[src/rtl/scram_arbiter.sv]
// scram_arbiter: round-robin arbiter sharing one scratch-RAM port between
// NREQ requesters, one transaction at a time, with an IDLE gap after each.
// Optional build macro SCRAM_ARB_FIXED_PRIO_EN selects fixed priority
// (lowest index wins, pointer held at 0); default build is round-robin.
module scram_arbiter #(
  parameter int unsigned ADDRW = 4,
  parameter int unsigned DATAW = 16,
  parameter int unsigned NREQ  = 2
) (
  input  logic                    aclk,
  input  logic                    areset,
  input  logic [NREQ-1:0]         req_en,
  input  logic [NREQ-1:0]         req_wr,
  input  logic [NREQ*ADDRW-1:0]   req_addr,
  input  logic [NREQ*DATAW-1:0]   req_wdata,
  input  logic [NREQ*DATAW/8-1:0] req_strb,
  output logic [DATAW-1:0]        req_rdata,
  output logic [NREQ-1:0]         req_ready,
  output logic                    mem_en,
  output logic                    mem_wr,
  output logic [ADDRW-1:0]        mem_addr,
  output logic [DATAW-1:0]        mem_wdata,
  output logic [DATAW/8-1:0]      mem_strb,
  input  logic [DATAW-1:0]        mem_rdata,
  input  logic                    mem_ready,
  output logic [NREQ-1:0]         grant,
  output logic                    busy
);

  localparam int unsigned STRBW = DATAW / 8;
  localparam int unsigned PTRW  = (NREQ > 2) ? 2 : 1;

  localparam logic [0:0] S_IDLE = 1'b0;
  localparam logic [0:0] S_BUSY = 1'b1;

  logic [0:0]      r_state;
  logic [NREQ-1:0] r_grant;
  logic [PTRW-1:0] r_gidx;
  logic [PTRW-1:0] r_ptr;

  logic [0:0]      w_nxt_state;
  logic [NREQ-1:0] w_nxt_grant;
  logic [PTRW-1:0] w_nxt_gidx;
  logic [PTRW-1:0] w_nxt_ptr;

  logic            w_win_found;
  logic [PTRW-1:0] w_win_idx;
  logic [PTRW-1:0] w_scan;
  logic [PTRW-1:0] w_ptr_inc;
  logic            w_gnt_en;

  // Round-robin scan starting at the priority pointer; in the fixed-priority
  // build the pointer stays at 0 so this degenerates to lowest-index-wins.
  always_comb begin
    w_win_found = 1'b0;
    w_win_idx   = '0;
    w_scan      = '0;
    for (int k = 0; k < int'(NREQ); k++) begin
      w_scan = PTRW'((32'(r_ptr) + 32'(k)) % NREQ);
      if (!w_win_found && req_en[w_scan]) begin
        w_win_found = 1'b1;
        w_win_idx   = w_scan;
      end
    end
  end

  // Pointer value after a completed transaction: one past the granted requester.
  always_comb begin
    w_ptr_inc = (r_gidx == PTRW'(NREQ - 1)) ? '0 : r_gidx + PTRW'(1);
  end

  // Granted requester still asserting its request (abort detection).
  always_comb begin
    w_gnt_en = |(req_en & r_grant);
  end

  // State register and arbitration bookkeeping.
  always_ff @(posedge aclk or posedge areset) begin
    if (areset) begin
      r_state <= S_IDLE;
      r_grant <= '0;
      r_gidx  <= '0;
      r_ptr   <= '0;
    end else begin
      r_state <= w_nxt_state;
      r_grant <= w_nxt_grant;
      r_gidx  <= w_nxt_gidx;
      r_ptr   <= w_nxt_ptr;
    end
  end

  // Next-state logic: arbitrate in IDLE, return to IDLE on completion or abort.
  always_comb begin
    w_nxt_state = r_state;
    w_nxt_grant = r_grant;
    w_nxt_gidx  = r_gidx;
    w_nxt_ptr   = r_ptr;
    case (r_state)
      S_IDLE: begin
        if (w_win_found) begin
          w_nxt_state            = S_BUSY;
          w_nxt_grant            = '0;
          w_nxt_grant[w_win_idx] = 1'b1;
          w_nxt_gidx             = w_win_idx;
        end
      end
      S_BUSY: begin
        if (mem_ready) begin
          w_nxt_state = S_IDLE;
          w_nxt_grant = '0;
`ifdef SCRAM_ARB_FIXED_PRIO_EN
          w_nxt_ptr   = '0;
`else
          w_nxt_ptr   = w_ptr_inc;
`endif
        end else if (!w_gnt_en) begin
          w_nxt_state = S_IDLE;
          w_nxt_grant = '0;
        end
      end
      default: begin
        w_nxt_state = S_IDLE;
        w_nxt_grant = '0;
      end
    endcase
  end

  // RAM port mux from the granted requester; quiet whenever IDLE.
  always_comb begin
    mem_en    = 1'b0;
    mem_wr    = 1'b0;
    mem_addr  = '0;
    mem_wdata = '0;
    mem_strb  = '0;
    req_ready = '0;
    if (r_state == S_BUSY) begin
      for (int i = 0; i < int'(NREQ); i++) begin
        if (r_grant[i]) begin
          mem_en       = req_en[i];
          mem_wr       = req_wr[i];
          mem_addr     = req_addr[i*ADDRW +: ADDRW];
          mem_wdata    = req_wdata[i*DATAW +: DATAW];
          mem_strb     = req_strb[i*STRBW +: STRBW];
          req_ready[i] = mem_ready;
        end
      end
    end
  end

  assign req_rdata = mem_rdata;
  assign grant     = r_grant;
  assign busy      = (r_state == S_BUSY);

endmodule

[config.mk]
export PLATFORM = sky130hd
export DESIGN_NAME = scram_arbiter
export DESIGN_NICKNAME = d
export VERILOG_FILES = /design/src/rtl/scram_arbiter.sv
export SDC_FILE = /design/constraint.sdc
export NUM_CORES = 1
export LEC_CHECK = 0
export ABC_AREA = 1
export CAP_MARGIN = 20
export CORE_MARGIN = 3
export CORE_UTILIZATION = 26
export DETAILED_ROUTE_END_ITERATION = 8
export PLACE_DENSITY = 0.85
export SKIP_CTS_REPAIR_TIMING = 1
export SLEW_MARGIN = 10
export SYNTH_ARGS = -nofsm -noshare
export SYNTH_HDL_FRONTEND = slang
export SYNTH_SLANG_ARGS = --single-unit
[constraint.sdc]
create_clock -name aclk -period 1.9 [get_ports aclk]
set_input_delay 0.475 -clock aclk [delete_from_list [all_inputs] [get_ports aclk]]
set_output_delay 0.475 -clock aclk [all_outputs]
set_load 0.005 [all_outputs]
==> flow_summary.json, run 1 <==
{
  "status": "complete, no violations",
  "grt_start_max_net_pins": 19,
  "rrSetupSlack_ns": 0.56,
  "n_fill_cell": 279,
  "drt_wl_total_mm": 2.927,
  "multiInputGateArea_um2": 478.0,
  "final_nets": 274,
  "clk_latency_ns": 0.24,
  "die-height_um": 62.02,
  "rsz0062_at_grt": "yes",
  "path_delay_family": "buffers and inverters",
  "crit_slowest_cell": "clkdlybuf4s50_1",
  "wl_per_cell_um": 11.80,
  "cts_root_buf": "clkbuf_4",
  "drt_pass1_iterations": 4,
  "area_growth_pct": 109.2,
  "gp_congestion": 0.7483,
  "grt-ovfl-total": 0,
  "syn_nets": 198,
  "period_share_pct": 97.69,
  "drv_cap": 0,
  "postSynthAreaPerCell_um2": 6.227,
  "setup_ws_ns": 0.04394,
  "synthTopCellsByArea": "nand2_1 23%, dfrtp_1 15%, buf_4 15%",
  "first_global_vias": 934,
  "max_stage_delay_ns": 0.52,
  "ys_ff_latch": 5,
  "start_kind": "flop",
  "dpl.hpwl_mm": 2.286,
  "path_max_fanout": 11,
  "clock_path_buffers": 2,
  "die-width_um": 62.02,
  "core.rowCount": 19,
  "antenna_found_initial": 0,
  "fin_area_mm2": 0.001707,
  "final-seq-area_um2": 126.4,
  "yosysUniqueCellTypes": 16,
  "yosys.area.top_type": "nand2_1",
  "worstPathRequired_ns": 1.42,
  "place_ws_ns": -0.3314,
  "path_class": "flop to output pin",
  "grt_usage_pct": 13.59,
  "max_freq_mhz": 538.8,
  "p_per_area_mw_per_mm2": 691.8,
  "hp-class": "primary input to asynchronous set/reset pin",
  "setup_viol": 0,
  "hold_viol": 0,
  "tritoncts": "done",
  "cp-end-kind": "output pin",
  "dieArea_mm2": 0.003846,
  "grt_pass1_wl_mm": 3.967,
  "max-vdd-ir-drop_uv": 436.8,
  "yosysSeqAreaShare_pct": 15.34,
  "ys.warnings.count": 0,
  "route.vias.total": 1067,
  "dpl_cell_area_mm2": 0.001588,
  "cts_sinks": 5,
  "period_minus_slack_ns": 1.856,
  "synth_top_area_share_pct": 23.47,
  "path_buf_inv": 2,
  "slew_violations": 0,
  "slew_headroom_pct": 87.02,
  "r2r-start": "grant[1]$_DFFE_PP0P_",
  "io_pins": 112,
  "post_drt_via_cell_ratio": 4.302,
  "drc": 0,
  "rr_endpoint": "grant[1]$_DFFE_PP0P_",
  "path_cells": "buf_4, clkdlybuf4s50_1",
  "cts.htree.levels": 1,
  "io_buffers": 79,
  "core_area_mm2": 0.002877,
  "num_antenna_cells": 0,
  "critPathArrivalTime_ns": 1.38,
  "r2r_cells": 9,
  "drtAntennaViolNets": 0,
  "syn_inst": 131,
  "layout-drive-gt1-share_pct": 21.36,
  "finalClockSkew_ns": 0.002476,
  "dr.first_iter.drc_count": 38,
  "netlist_area_um2": 815.8,
  "start_util_pct": 28.36,
  "p_total_uw": 1181,
  "path_clk_slew_ns": 0.05,
  "startpoint": "grant[1]$_DFFE_PP0P_",
  "p_leak_uw": 0.001074,
  "cts_made_buffers": 3,
  "max_slew.worst_pin.slew_ns": 0.1945
}
## worst register-to-register path: stages, from the launching register on
cell and delay (ns):
dfrtp_2 0.44, buf_4 0.15, buf_8 0.14, nand2_1 0.06, nand2_1 0.06, buf_4 0.12
nand2_1 0.07, nand2_1 0.07, nand2_1 0.06, nand2_1 0.05
## cell type report
| cell class | count | share of cell area, % |
|---|---|---|
| repair buffers | 94 | 58.43 |
| well taps | 42 | 3.079 |
| flip-flops and latches | 5 | 7.405 |
| clock buffers | 4 | 1.540 |
| multi-input cells | 96 | 28.01 |
| inverters | 7 | 1.540 |
## cells in the final DEF (no fill, tap or decap)
cell type	count
buf_12	2
nor2_8	1
clkbuf_2	1
dfrtp_2	1
clkbuf_4	3
o21ai_0	3
nor2_1	6
inv_1	5
clkbuf_1	1
buf_6	1
a21oi_1	13
buf_8	1
nand2_2	10
nand2_1	51
dlymetal6s2s_1	25
buf_4	11
a21oi_2	11
nand3_1	1
inv_2	2
clkdlybuf4s50_1	53
dfrtp_1	4
## logic make-up (layout without fill, tap and decap cells)
group	count (synthesis)	count (layout)	share of synthesized area, %
buffers and inverters	30	105	26.07
AO/OA/AOI/OAI	27	27	21.62
AND/OR/NAND/NOR	69	69	36.96
flip-flops	5	5	15.34
## cells in the mapped netlist
cell type / count
buf_2: 4
nor2_1: 6
dfrtp_1: 5
buf_8: 1
buf_12: 1
o21ai_0: 3
buf_4: 16
nand2_1: 51
inv_2: 2
a21oi_2: 11
a21oi_1: 13
nand3_1: 1
nor2_8: 1
buf_6: 1
nand2_2: 10
inv_1: 5
## sequential cells by signal, summed over array words and instances (netlist names)
signal / flops
r_gidx: 1
r_ptr: 1
busy: 1
grant: 2
## where the power goes
part           leakage, uW  switching [uW]  internal, uW
sequential       0.0000605            32.2           145
combinational     0.000999             387           489
clock            0.0000150            47.8          79.7
## stage by stage
step	hold slack (ns)	std cells	setup TNS (ns)	utilization (%)
5_1_grt	0.4418	248	-0.04451	59.33
3_3_place_gp	0.4654	241	-5.416	55.20
6_report	0.4246	248	0	59.33
2_1_floorplan	0.2535	131	0	-
3_5_place_dp	0.4612	241	-5.615	55.20
4_1_cts	0.4245	245	-7.562	56.11
## worst max-delay path by stage
| stage | endpoint | slack [ns] | cells after the start |
|---|---|---|---|
| after floorplan | mem_addr[0] | 0.45 | 5 |
| after global placement | mem_en | -0.33 | 6 |
| after detailed placement | mem_en | -0.33 | 6 |
| after CTS | mem_en | -0.39 | 6 |
| after global routing | mem_wdata[14] | -0.02 | 7 |
| final | grant[1] | 0.04 | 2 |
## routing by layer
layer	vias up	track usage, %	share of wire, %
met5	-	0	0
met2	53	24.70	50
met1	467	14.81	37
met4	0	5.758	1.4
met3	4	3.306	12
li1	543	-	-
(Power assumes the default switching activity.)
==> run 2, diff against run 1 <==
--- a/config.mk
+++ b/config.mk
@@ -8,9 +8,10 @@
 export ABC_AREA = 1
 export CAP_MARGIN = 20
 export CORE_MARGIN = 3
-export CORE_UTILIZATION = 26
+export CORE_UTILIZATION = 27
+export CTS_BUF_LIST = sky130_fd_sc_hd__clkbuf_2
 export DETAILED_ROUTE_END_ITERATION = 8
-export PLACE_DENSITY = 0.85
+export PLACE_DENSITY = 0.88
 export SKIP_CTS_REPAIR_TIMING = 1
 export SLEW_MARGIN = 10
 export SYNTH_ARGS = -nofsm -noshare
==> run 2 against run 1 <==
- the run now ends with negative setup slack left
- first-iteration DRC count decreased by 66%
- setup slack worse by 0.050 ns
- flip-flop and latch count is the same
- clock-buffer cell count unchanged
- power is 1.0% higher
- final cell count decreased by 3.6%
- register-to-register slack improved by 0.09 ns
- design area shrank 0.44%
- largest power group unchanged
==> flow_summary.json, run 2 (synthesis gave the netlist of run 1 again) <==
{
  "r2r-start": "grant[1]$_DFFE_PP0P_",
  "crit_slowest_cell": "clkdlybuf4s50_1",
  "path_clk_slew_ns": 0.06,
  "die-height_um": 60.97,
  "r2r_cells": 8,
  "antenna_found_initial": 0,
  "hold_slack_ns": 0.4415,
  "hold_viol": 0,
  "core_area_mm2": 0.002829,
  "cts_sinks": 5,
  "num_antenna_cells": 0,
  "start_kind": "flop",
  "dp_cells": 229,
  "max_slew.worst_pin.slew_ns": 0.1997,
  "setup_ws_ns": -0.005736,
  "max-vdd-ir-drop_uv": 424.7,
  "n_fill_cell": 267,
  "drt_pass1_iterations": 4,
  "slew_violations": 0,
  "path_max_fanout": 5,
  "first_global_vias": 1024,
  "route.vias.total": 1106,
  "drc": 0,
  "max_freq_mhz": 524.7,
  "rrSetupSlack_ns": 0.65,
  "multiInputGateArea_um2": 489.2,
  "io_pins": 112,
  "layout-drive-gt1-share_pct": 25.48,
  "cts_made_buffers": 3,
  "rsz0062_at_grt": "yes",
  "critPathArrivalTime_ns": 1.43,
  "p_total_uw": 1193,
  "clock_path_buffers": 2,
  "p_leak_uw": 0.001044,
  "finalClockSkew_ns": 0.008727,
  "final-seq-area_um2": 126.4,
  "violations": "negative setup slack",
  "fin_cells": 239,
  "drtAntennaViolNets": 0,
  "p_per_area_mw_per_mm2": 701.9,
  "final_nets": 276,
  "grt_start_max_net_pins": 16,
  "cts_root_buf": "clkbuf_2",
  "drt_wl_total_mm": 2.768,
  "period_share_pct": 100.3,
  "grt-ovfl-total": 0,
  "area_growth_pct": 108.3,
  "io_buffers": 79,
  "status": "finished with violations",
  "final_cell_mix": "53 x clkdlybuf4s50_1, 51 x nand2_1, 22 x dlymetal6s2s_1",
  "fin_setup_tns_ns": -0.005736,
  "worstPathRequired_ns": 1.42,
  "start_util_pct": 28.84,
  "post_drt_via_cell_ratio": 4.628,
  "period_minus_slack_ns": 1.906,
  "path_cells": "buf_4, buf_4, clkdlybuf4s50_1",
  "largest_reg_flops": 2,
  "grt_pass1_wl_mm": 4.202,
  "gp_congestion": 0.9047,
  "fin_util_pct": 60.06,
  "wl_per_cell_um": 11.58,
  "setup_viol": 1,
  "drv_cap": 0,
  "hp-class": "primary input to asynchronous set/reset pin",
  "path_class": "flop to output pin",
  "dpl.hpwl_mm": 2.258,
  "dr.first_iter.drc_count": 13,
  "clk_latency_ns": 0.23,
  "tritoncts": "done",
  "rr_endpoint": "grant[1]$_DFFE_PP0P_",
  "slew_headroom_pct": 86.67,
  "dieArea_mm2": 0.003717,
  "path_common_cell": "buf_4",
  "grt_usage_pct": 14.82,
  "core.rowCount": 19,
  "layout_commonest_cell": "clkdlybuf4s50_1",
  "die-width_um": 60.97,
  "cp-end-kind": "output pin",
  "cts.htree.levels": 1,
  "max_stage_delay_ns": 0.50
}
## run 2: cell types whose count changed in the layout (fill, tap and decap cells not counted), moves of 2 or more
cell | previous run | this run
a21oi_1 | 13 | 11
a21oi_2 | 11 | 13
buf_2 | 0 | 2
clkbuf_2 | 1 | 6
clkbuf_4 | 3 | 0
dlymetal6s2s_1 | 25 | 22
## run 2: through the flow
stage / worst slack, ns / cell area (um^2)
global route: -0.05142 / 1699
floorplan: 0.4507 / 815.8
CTS: -0.3924 / 1599
global placement: -0.3219 / 1579
detailed placement: -0.3464 / 1579
finish: -0.005736 / 1699
## run 2: layer usage
layer / share of wire [%] / GRT usage, % / vias to the layer above
li1: - / - / 544
met1: 35 / 14.58 / 490
met2: 51 / 27.18 / 58
met3: 12 / 5.106 / 14
met4: 2.3 / 7.740 / 0
met5: 0 / 0 / -
## run 2: final cells by class
cell class / count / share of cell area, %
inverter: 7 / 1.546
timing repair buffer: 96 / 58.76
tap: 31 / 2.283
multi-input combinational: 96 / 28.79
sequential: 5 / 7.437
clock buffer: 4 / 1.178
## run 2: how the worst max path moves through the flow
stage | end | cells past startpoint | from
4_1_cts | mem_wdata[12] | 4 | grant[1]$_DFFE_PP0P_
3_5_place_dp | mem_en | 6 | req_en[1]
3_3_place_gp | mem_en | 6 | req_en[1]
5_1_grt | grant[1] | 3 | grant[1]$_DFFE_PP0P_
2_1_floorplan | mem_addr[0] | 5 | grant[1]$_DFFE_PP0P_
6_report | grant[1] | 3 | grant[1]$_DFFE_PP0P_
## run 2: critical path, delay by kind of cell (launching register included)
kind | cells | cell delay, ns
buf+inv | 3 | 0.76
flops | 1 | 0.45
## run 2: power by group
part	internal, uW	switching, uW	total, uW
Sequential	145	37.1	182
Clock	55.7	45.5	101
Combinational	518	391	910
==> run 3, diff against run 2 <==
--- a/config.mk
+++ b/config.mk
@@ -7,6 +7,7 @@
 export LEC_CHECK = 0
 export ABC_AREA = 1
 export CAP_MARGIN = 20
+export CORE_ASPECT_RATIO = 0.9
 export CORE_MARGIN = 3
 export CORE_UTILIZATION = 27
 export CTS_BUF_LIST = sky130_fd_sc_hd__clkbuf_2
==> run 3 against run 2 <==
- the flow still finishes with violations (negative setup slack)
- sequential power about the same
- first-iteration DRC count rose to 5.2 times the previous value
- highest routed layer unchanged
- design area up 0.22%
- utilization up 0.43 points
- largest power group unchanged
- non-clock buffer count down 2
==> flow_summary.json, run 3 (synthesis gave the netlist of run 1 again) <==
{
  "status": "finished with violations",
  "violations": "negative setup slack",
  "drv_cap": 0,
  "max_slew.worst_pin.slew_ns": 0.2098,
  "grt_usage_pct": 14.52,
  "grt_start_max_net_pins": 16,
  "cp-end-kind": "output pin",
  "grt-ovfl-total": 0,
  "tritoncts": "done",
  "place_ws_ns": -0.3468,
  "setup_ws_ns": -0.1863,
  "final_cell_mix": "53 x clkdlybuf4s50_1, 49 x nand2_1, 18 x dlymetal6s2s_1",
  "rsz0062_at_grt": "yes",
  "dieArea_mm2": 0.003718,
  "start_util_pct": 28.98,
  "period_share_pct": 109.8,
  "multiInputGateArea_um2": 500.5,
  "io_pins": 112,
  "p_per_area_mw_per_mm2": 712.7,
  "gr-usage-met2_pct": 26.36,
  "die-width_um": 63.94,
  "post_drt_via_cell_ratio": 4.329,
  "cts.htree.levels": 1,
  "route.vias.total": 1065,
  "core_area_mm2": 0.002815,
  "dpl.hpwl_mm": 2.271,
  "cts_sinks": 5,
  "wl_per_cell_um": 11.83,
  "use_met3_pct": 3.488,
  "n_fill_cell": 247,
  "area_growth_pct": 108.7,
  "drt_wl_total_mm": 2.909,
  "slew_violations": 0,
  "drt_pass1_iterations": 4,
  "dp_cells": 239,
  "max_freq_mhz": 479.3,
  "grt_pass1_wl_mm": 4.388,
  "hp-class": "primary input to asynchronous set/reset pin",
  "cts_root_buf": "clkbuf_2",
  "final-seq-area_um2": 126.4,
  "num_antenna_cells": 0,
  "drc": 0,
  "path_clk_slew_ns": 0.07,
  "path_max_fanout": 1,
  "fin_cells": 246,
  "hold_viol": 0,
  "setup_viol": 4,
  "layout_commonest_cell": "clkdlybuf4s50_1",
  "clk_latency_ns": 0.22,
  "slew_headroom_pct": 86.00,
  "dr.first_iter.drc_count": 68,
  "path_class": "primary input to output pin",
  "io_buffers": 79,
  "antenna_found_initial": 0,
  "die-height_um": 58.15,
  "period_minus_slack_ns": 2.086,
  "drtAntennaViolNets": 0,
  "top_usage_layer": "met2",
  "worstPathRequired_ns": 1.42,
  "final_nets": 274,
  "critPathArrivalTime_ns": 1.61,
  "largest_reg_flops": 2,
  "finalClockSkew_ns": 0.004665,
  "gp_congestion": 0.8657,
  "start_kind": "primary input",
  "fin_util_pct": 60.49,
  "met1_usage_pct": 16.76,
  "layout-drive-gt1-share_pct": 28.64,
  "cts_made_buffers": 3,
  "max-vdd-ir-drop_uv": 507.7,
  "first_global_vias": 985,
  "clock_path_buffers": 2,
  "core.rowCount": 18,
  "p_leak_uw": 0.0009730
}
run 3: through the flow:
stage | hold slack [ns] | cell area (um^2) | power [uW] | TNS (ns)
after floorplan | 0.2535 | 815.8 | 619.5 | 0
after global placement | 0.4504 | 1610 | 1079 | -5.310
after global routing | 0.4595 | 1703 | 1315 | -0.7094
after detailed placement | 0.4666 | 1610 | 1084 | -5.527
final | 0.4463 | 1703 | 1214 | -0.2561
after CTS | 0.4358 | 1630 | 1201 | -8.144
run 3: per-layer routing:
layer / up-vias / part of all wire [%] / wire [um]
li1: 545 / - / -
met1: 461 / 40 / 1155
met2: 53 / 50 / 1459
met3: 6 / 8.8 / 257
met4: 0 / 1.2 / 36
met5: - / 0 / 0
run 3: layout make-up:
| class | instances | share of cell area, % |
|---|---|---|
| Clock buffer | 4 | 1.176 |
| Multi-Input combinational cell | 96 | 29.39 |
| Timing Repair Buffer | 94 | 57.53 |
| Sequential cell | 5 | 7.421 |
| Tap cell | 40 | 2.939 |
| Inverter | 7 | 1.543 |
run 3: power by group:
group | total [uW] | internal (uW) | switching, uW
Sequential | 181 | 145 | 37.0
Combinational | 927 | 526 | 400
Clock | 106 | 55.9 | 49.7
Total | 1210 | 727 | 487
run 3: worst max-delay path: stages:
cell	delay [ns]
clkdlybuf4s50_1	0.46
nand2_1	0.06
a21oi_2	0.12
clkdlybuf4s50_1	0.50
run 3: path summary, 6_finish.rpt:
| check | from | end | slack (ns) | cells after the start |
|---|---|---|---|---|
| setup / recovery | req_wdata[27] | mem_wdata[11] | -0.19 | 4 |
| hold / removal | areset | busy$_DFF_PP0_ | 0.45 | 2 |
| setup reg to reg | busy$_DFF_PP0_ | grant[1]$_DFFE_PP0P_ | 0.62 | 8 |
| hold reg to reg | r_gidx$_DFFE_PP0P_ | r_ptr$_DFFE_PP0P_ | 0.49 | 1 |
| max in group asynchronous | areset | grant[1]$_DFFE_PP0P_ | 1.25 | 2 |
| min in group aclk | r_gidx$_DFFE_PP0P_ | r_ptr$_DFFE_PP0P_ | 0.49 | 1 |
